`src/rtl/reaction_pkg.sv`:
```
// reaction_pkg: shared types and constants for the reaction timer.
// FSM encoding, LFSR setup and counter-width helper.
package reaction_pkg;

    typedef logic [2:0] state_t;

    localparam state_t S_IDLE   = 3'd0;
    localparam state_t S_LIGHTS = 3'd1;
    localparam state_t S_DELAY  = 3'd2;
    localparam state_t S_GO     = 3'd3;
    localparam state_t S_RESULT = 3'd4;

    localparam int LFSR_W = 14;
    // Taps 14,13,12,2 as bit positions 13,12,11,1.
    localparam logic [LFSR_W-1:0] LFSR_TAPS = 14'h3802;
    localparam logic [LFSR_W-1:0] LFSR_SEED = 14'h0001;

    // Bits needed to index/count n distinct values, never below 1.
    function automatic int idx_w(input int n);
        return (n <= 2) ? 1 : $clog2(n);
    endfunction

endpackage

```
`src/rtl/lfsr_14_en.sv`:
```
// lfsr_14_en: 14-bit Fibonacci LFSR that advances only when en is high.
// Nonzero seed plus XOR feedback keeps it out of the all-zero lock state.
module lfsr_14_en
    import reaction_pkg::*;
(
    input  logic              clk,
    input  logic              rst_n,
    input  logic              en,
    output logic [LFSR_W-1:0] q
);

    // Shift left, feedback enters at bit 0.
    always_ff @(posedge clk or negedge rst_n) begin
        if (!rst_n) begin
            q <= LFSR_SEED;
        end else if (en) begin
            q <= {q[LFSR_W-2:0], ^(q & LFSR_TAPS)};
        end
    end

endmodule

```
`src/rtl/reaction_timer_core.sv`:
```
// reaction_timer_core: multi-player reaction timer with LED fill, random
// hold-off, ms counters and winner pick. REACTION_BEST_TIME_EN adds best time.
module reaction_timer_core
    import reaction_pkg::*;
#(
    parameter int CLK_DIV      = 50000,
    parameter int N_PLAYERS    = 2,
    parameter int CNT_W        = 14,
    parameter int LED_N        = 10,
    parameter int LED_STEP_MS  = 500,
    parameter int MIN_DELAY_MS = 250,
    parameter int DELAY_BITS   = 11
)
(
    input  logic                       clk,
    input  logic                       rst_n,
    input  logic                       start,
    input  logic [N_PLAYERS-1:0]       resp,
    output logic [LED_N-1:0]           ledr,
    output logic                       go,
    output logic                       busy,
    output logic [N_PLAYERS-1:0]       done,
    output logic [N_PLAYERS-1:0]       false_start,
    output logic [N_PLAYERS*CNT_W-1:0] times,
    output logic [2:0]                 winner,
`ifdef REACTION_BEST_TIME_EN
    output logic                       winner_valid,
    output logic [CNT_W-1:0]           best_time,
    output logic                       new_best
`else
    output logic                       winner_valid
`endif
);

    localparam int PS_W  = idx_w(CLK_DIV);
    localparam int MS_W  = idx_w(LED_STEP_MS);
    localparam int ST_W  = idx_w(LED_N + 1);
    localparam int DLY_W = idx_w(MIN_DELAY_MS + (1 << DELAY_BITS));
    localparam logic [CNT_W-1:0] CNT_MAX = '1;

    logic [PS_W-1:0]   presc;
    logic              tick;
    logic [LFSR_W-1:0] lfsr;
    logic              lfsr_unused;
    logic              start_q;
    logic              start_re;
    logic [N_PLAYERS-1:0] resp_q;
    logic [N_PLAYERS-1:0] resp_re;
    state_t            state;
    logic [MS_W-1:0]   ms_cnt;
    logic [ST_W-1:0]   step;
    logic [DLY_W-1:0]  dly;
    logic [CNT_W-1:0]  cnt;
    logic              sat;
    logic              all_done;
    logic [N_PLAYERS-1:0] done_r;
    logic [N_PLAYERS-1:0] fs_r;
    logic [N_PLAYERS-1:0][CNT_W-1:0] times_r;
    logic [2:0]        win_idx;
    logic              win_any;
    logic [CNT_W-1:0]  win_time;

    assign tick        = (presc == PS_W'(CLK_DIV - 1));
    assign start_re    = start & ~start_q;
    assign resp_re     = resp & ~resp_q;
    assign all_done    = &(done_r | resp_re);
    assign sat         = (cnt == CNT_MAX);
    assign lfsr_unused = ^lfsr;

    assign done        = done_r;
    assign false_start = fs_r;
    assign times       = times_r;
    assign go          = (state == S_GO);
    assign busy        = (state == S_LIGHTS) || (state == S_DELAY) ||
                         (state == S_GO);

    // Free-running 1 ms prescaler; tick is the enable for every timebase.
    always_ff @(posedge clk or negedge rst_n) begin
        if (!rst_n) begin
            presc <= '0;
        end else begin
            presc <= tick ? '0 : presc + 1'b1;
        end
    end

    lfsr_14_en u_lfsr (
        .clk   (clk),
        .rst_n (rst_n),
        .en    (tick),
        .q     (lfsr)
    );

    // Previous-cycle copies for rising-edge detection.
    always_ff @(posedge clk or negedge rst_n) begin
        if (!rst_n) begin
            start_q <= 1'b0;
            resp_q  <= '0;
        end else begin
            start_q <= start;
            resp_q  <= resp;
        end
    end

    // LED bar: thermometer while filling, full during hold-off.
    always_comb begin
        ledr = '0;
        if (state == S_LIGHTS) begin
            for (int i = 0; i < LED_N; i++) begin
                ledr[i] = (ST_W'(i) < step);
            end
        end else if (state == S_DELAY) begin
            ledr = '1;
        end
    end

    // Fastest valid player, lowest index on ties.
    always_comb begin
        win_any  = 1'b0;
        win_idx  = '0;
        win_time = CNT_MAX;
        for (int i = 0; i < N_PLAYERS; i++) begin
            if (done_r[i] && !fs_r[i] && times_r[i] != CNT_MAX &&
                (!win_any || times_r[i] < win_time)) begin
                win_any  = 1'b1;
                win_idx  = 3'(i);
                win_time = times_r[i];
            end
        end
    end

    // Round sequencer: fill, hold-off, timing and result capture.
    always_ff @(posedge clk or negedge rst_n) begin
        if (!rst_n) begin
            state        <= S_IDLE;
            ms_cnt       <= '0;
            step         <= '0;
            dly          <= '0;
            cnt          <= '0;
            done_r       <= '0;
            fs_r         <= '0;
            times_r      <= '0;
            winner       <= '0;
            winner_valid <= 1'b0;
        end else begin
            case (state)
                S_IDLE, S_RESULT: begin
                    if (start_re) begin
                        done_r       <= '0;
                        fs_r         <= '0;
                        times_r      <= '0;
                        winner       <= '0;
                        winner_valid <= 1'b0;
                        ms_cnt       <= '0;
                        step         <= '0;
                        state        <= S_LIGHTS;
                    end else if (state == S_RESULT) begin
                        winner       <= win_idx;
                        winner_valid <= win_any;
                    end
                end
                S_LIGHTS: begin
                    done_r <= done_r | resp_re;
                    fs_r   <= fs_r | resp_re;
                    if (all_done) begin
                        state <= S_RESULT;
                    end else if (tick) begin
                        if (ms_cnt == MS_W'(LED_STEP_MS - 1)) begin
                            ms_cnt <= '0;
                            step   <= step + 1'b1;
                            if (step == ST_W'(LED_N - 1)) begin
                                dly   <= DLY_W'(MIN_DELAY_MS) +
                                         DLY_W'(lfsr[DELAY_BITS-1:0]);
                                state <= S_DELAY;
                            end
                        end else begin
                            ms_cnt <= ms_cnt + 1'b1;
                        end
                    end
                end
                S_DELAY: begin
                    done_r <= done_r | resp_re;
                    fs_r   <= fs_r | resp_re;
                    if (all_done) begin
                        state <= S_RESULT;
                    end else if (dly == '0) begin
                        cnt   <= '0;
                        state <= S_GO;
                    end else if (tick) begin
                        dly <= dly - 1'b1;
                    end
                end
                S_GO: begin
                    if (tick && !sat) begin
                        cnt <= cnt + 1'b1;
                    end
                    for (int i = 0; i < N_PLAYERS; i++) begin
                        if (!done_r[i] && (resp_re[i] || sat)) begin
                            done_r[i]  <= 1'b1;
                            times_r[i] <= cnt;
                        end
                    end
                    if (all_done || sat) begin
                        state <= S_RESULT;
                    end
                end
                default: state <= S_IDLE;
            endcase
        end
    end

`ifdef REACTION_BEST_TIME_EN
    // Best winning time across rounds; pulse when it improves.
    always_ff @(posedge clk or negedge rst_n) begin
        if (!rst_n) begin
            best_time <= '1;
            new_best  <= 1'b0;
        end else begin
            new_best <= 1'b0;
            if (state == S_RESULT && !start_re && !winner_valid &&
                win_any && win_time < best_time) begin
                best_time <= win_time;
                new_best  <= 1'b1;
            end
        end
    end
`endif

endmodule
```
`config.mk`:
```
export PLATFORM = sky130hd
export DESIGN_NAME = reaction_timer_core
export DESIGN_NICKNAME = d
export VERILOG_FILES = /design/src/rtl/reaction_pkg.sv /design/src/rtl/lfsr_14_en.sv /design/src/rtl/reaction_timer_core.sv
export SDC_FILE = /design/constraint.sdc
export NUM_CORES = 1
export LEC_CHECK = 0
export BUFFER_PORTS_ARGS = -buffer_cell sky130_fd_sc_hd__buf_2
export CAP_MARGIN = 20
export CELL_PAD_IN_SITES_DETAIL_PLACEMENT = 1
export CELL_PAD_IN_SITES_GLOBAL_PLACEMENT = 1
export CORE_MARGIN = 2
export CORE_UTILIZATION = 35
export CTS_BUF_LIST = sky130_fd_sc_hd__clkbuf_4 sky130_fd_sc_hd__clkbuf_8
export DETAILED_ROUTE_END_ITERATION = 8
export PLACE_DENSITY = 0.71
export SETUP_SLACK_MARGIN = 0.02
export SLEW_MARGIN = 20
export SYNTH_ARGS = -nofsm -noshare
export SYNTH_HDL_FRONTEND = slang
export SYNTH_SLANG_ARGS = --single-unit
```
`constraint.sdc`:
```
create_clock -name clk -period 6.7 [get_ports clk]
set_input_delay 1.34 -clock clk [delete_from_list [all_inputs] [get_ports clk]]
set_output_delay 1.34 -clock clk [all_outputs]
set_load 0.05 [all_outputs]
```
==> key figures <==
Outcome
  – Outcome: finished, final reports clean

Yosys
  – Syn_area_per_cell: 8.962 um^2
  – Post-synth EDFFs: 0
  – Largest family of logic cells by synthesized area: simple AND/OR/NAND/NOR gates
  – Synth Register Bits: roughly 110
  – Adder-cell area share of the yosys netlist: ~4.5%
  – Synth Instances: roughly 650
  – Mux share of post-synthesis cell area: less than 1%
  – Post-Synthesis Cell Area: ~0.0058 mm^2
  – Synth cell types: 60
  – Sequential-to-total area share from yosys stat: 46.70%
  – Compound-Gate Fraction of Synth Area: 14.24%
  – Ys flop type: dfrtp_1
  – Synth warn: 0
  – Xor/xnor share of the synthesized area: slightly above 5%
  – Async set-reset flop share out of synthesis: 100.0%
  – Simple-gate portion of the synthesized area: 25.97%

Global route
  – First-pass GRT wire length: ~25000 um
  – Vias in the first global route: roughly 5000
  – Global route overflow: 0
  – Pin count of the biggest net entering global routing: just over 60
  – Initial antenna violation count: 0
  – Total GRT Usage: between 10% and 20%

Power
  – Pwr/cell area: 260.8 mW/mm^2
  – Lkg Pwr: approximately 3.0 nW
  – Max VDD drop: approximately 0.17 mV
  – Flop pwr share: a little under half
  – Sw frac: 39.84%
  – Int Power: 0.001018 W
  – Gate power share: between 20% and 30%
  – Psw: ~0.00067 W
  – Clock share of power: around 25%

Clock network
  – Clock buffer depth: 2
  – CTS tree: yes
  – Root Buffer: clkbuf_8
  – CTS Buf Count: 9
  – H-tree levels: 3
  – Post-CTS Repair Setup Buffers: 0
  – Cts repair resizes: 0
  – Reg clk slew, reported paths: about 100 ps
  – Worst skew pair latency: 380 ps
  – CTS Hold Bufs: 0
  – Sink Count: ~110

STA
  – Unrepaired setup endpoints after global routing: false
  – Worst-Margin Slew: about 970 ps
  – Max Fclk: 0.2727 GHz
  – Period utilisation layout: 54.73%
  – Fin worst setup slack: roughly 3000 ps
  – Final hold violation count: 0
  – Final hold slack: 490.0 ps
  – Slew Limit Headroom: about 34%
  – Final setup fails: 0
  – Final Skew: 14.60 ps
  – Minimum clock period: 3667 ps
  – Slew Viols, Final: 0
  – Setup TNS Final: 0 ps

Detailed routing
  – Routed vias: between 4000 and 5000
  – Post-DR wirelength/cell: approximately 16 um
  – Metal3 WL: 435 um
  – Routed WL: 15080 um
  – Via density: between 5 and 6
  – # DRC: 0
  – DR top layer: met4
  – Met2 wire len: around 7000 um
  – Drt first pass iters: 4
  – Initial DRC Count: approximately 300
  – Antenna Nets Post-Route: 0
  – Metal-1 WL: approximately 7300 um

Layout
  – Most frequent cells in the layout: nand2_1 (118), dfrtp_1 (108), o21ai_0 (68)
  – Post-route cell area: roughly 0.0065 mm^2
  – Filler cell count: a little under 2000
  – Commonest non-fill, non-tap cell in the layout: nand2_1
  – Register Area: about 0.0027 mm^2
  – P&R area growth vs syn: 11.01%
  – Share of cells above drive strength 1: about an eighth
  – Area occupied by multi-input gates: just under 0.003 mm^2
  – Finished Core Util: around two fifths
  – # diodes: 0
  – Nets: 716

Die
  – Row count: 47
  – Io pins: 53
  – Starting Density: between 30% and 40%
  – DIE WIDTH: about 130 um
  – Core region area: approximately 0.016 mm^2
  – Die area: ~0.018 mm^2
  – Die height: around 130 um

Setup path
  – CP arrival: 2330 ps
  – Critical Path Fanout Max: 23
  – Worst Setup Start Kind: register
  – CP Class: reg2out
  – CP Data Required Time: ~5400 ps
  – Critical Path End Type: output pin

Placed design
  – Buffers on Ports: 50
  – Setup WS pre-CTS: 3313 ps
  – GPL Wtd Cong: approximately 0.83
  – Post-DP HPWL: approximately 11000 um
  – Area after DPL: 0.006284 mm^2

Min path
  – Hold Path Class: reg2reg

Flow run
  – Max-capacitance violation count: 0
[layout make-up]
class | instances | area share (%)
sequential | 109 | 42.07
inverter | 12 | 0.6944
clock inverter | 5 | 0.8873
timing repair buffer | 55 | 4.475
clock buffer | 11 | 2.238
multi-input combinational | 503 | 45.39
tap | 220 | 4.244
[critical path, cell delays in order (launching register included)]
cell      delay, ps
dfrtp_1         500
nand3b_1        430
inv_1           620
buf_2           380
[power groups by stage]
| stage | Sequential (W) | Clock (W) | Combinational, W |
|---|---|---|---|
| after CTS | 0.000789 | 0.000440 | 0.000487 |
| after global routing | 0.000800 | 0.000460 | 0.000525 |
| after detailed placement | 0.000802 | 0 | 0.000486 |
| after floorplan | 0.000927 | 0 | 0.000215 |
| final | 0.000789 | 0.000421 | 0.000481 |
| after global placement | 0.000796 | 0 | 0.000468 |
[stage by stage]
step,instances,total power [W]
6_report,915,0.001692
3_3_place_gp,899,0.001264
4_1_cts,915,0.001716
5_1_grt,915,0.001786
3_5_place_dp,899,0.001287
2_1_floorplan,653,0.001143
[flip-flops by register name (all words and copies together) (netlist names)]
signal        cells
cnt              14
dly              12
done              2
false_start       2
ms_cnt            9
presc            16
resp_q            2
start_q           1
state             3
step              4
times            28
u_lfsr.q         14
winner            1
winner_valid      1
[cell usage after synthesis, types with 2 or more instances]
| master | n | area (um^2) |
|---|---|---|
| and2_1 | 3 | 18.77 |
| xor2_1 | 15 | 131.4 |
| nor3b_1 | 2 | 15.01 |
| a22o_1 | 3 | 26.28 |
| or4_1 | 7 | 52.55 |
| ha_1 | 21 | 262.8 |
| nor4b_1 | 2 | 17.52 |
| buf_4 | 3 | 22.52 |
| clkbuf_1 | 14 | 52.55 |
| nand4_1 | 23 | 143.9 |
| and4bb_2 | 2 | 25.02 |
| nand3b_1 | 2 | 15.01 |
| or3b_2 | 2 | 17.52 |
| a21oi_1 | 38 | 190.2 |
| nand2_1 | 118 | 442.9 |
| nor3_1 | 8 | 40.04 |
| a31oi_1 | 8 | 50.05 |
| or3_1 | 12 | 75.07 |
| o31ai_2 | 2 | 25.02 |
| dfrtp_1 | 108 | 2703 |
| and3_1 | 7 | 43.79 |
| nor2b_1 | 3 | 18.77 |
| o22a_1 | 2 | 17.52 |
| o31ai_1 | 7 | 52.55 |
| o22ai_1 | 3 | 18.77 |
| nor4_1 | 8 | 50.05 |
| nand4bb_1 | 2 | 22.52 |
| xnor2_1 | 19 | 166.4 |
| inv_1 | 12 | 45.04 |
| nor2_1 | 58 | 217.7 |
| nor4_2 | 2 | 25.02 |
| o21ai_0 | 68 | 340.3 |
| nand2b_1 | 2 | 12.51 |
| buf_2 | 10 | 50.05 |
| nand3_1 | 23 | 115.1 |
| o211ai_1 | 4 | 30.03 |
| a21o_1 | 2 | 15.01 |
| and4_1 | 5 | 43.79 |
[cells by family after synthesis]
family,Yosys count
AOI/OAI and AO/OA,145
xor gates and xnor gates,34
adders and majority gates,21
buffers and inverters,41
DFF,109
muxes,2
other,1
and+or+nand+nor,299
[per-layer routing]
metal / vias to the layer above / global-route usage [%]
li1: 2387 / -
met1: 2470 / 24.37
met2: 80 / 28.64
met3: 12 / 2.511
met4: 0 / 4.846
met5: - / 0
[worst paths after layout]
| check | start | to | slack (ps) | depth (start not counted) |
|---|---|---|---|---|
| min in group asynchronous | rst_n | ms_cnt[7] | 1000 | 1 |
| max in group asynchronous | rst_n | presc[15] | 4510 | 2 |
| min | presc[0] | presc[0] | 490 | 1 |
| max | state[2] | go | 3030 | 3 |
| max reg2reg | presc[0] | dly[4] | 3740 | 7 |
| min reg2reg | presc[0] | presc[0] | 490 | 1 |
(Power assumes the default switching activity.)
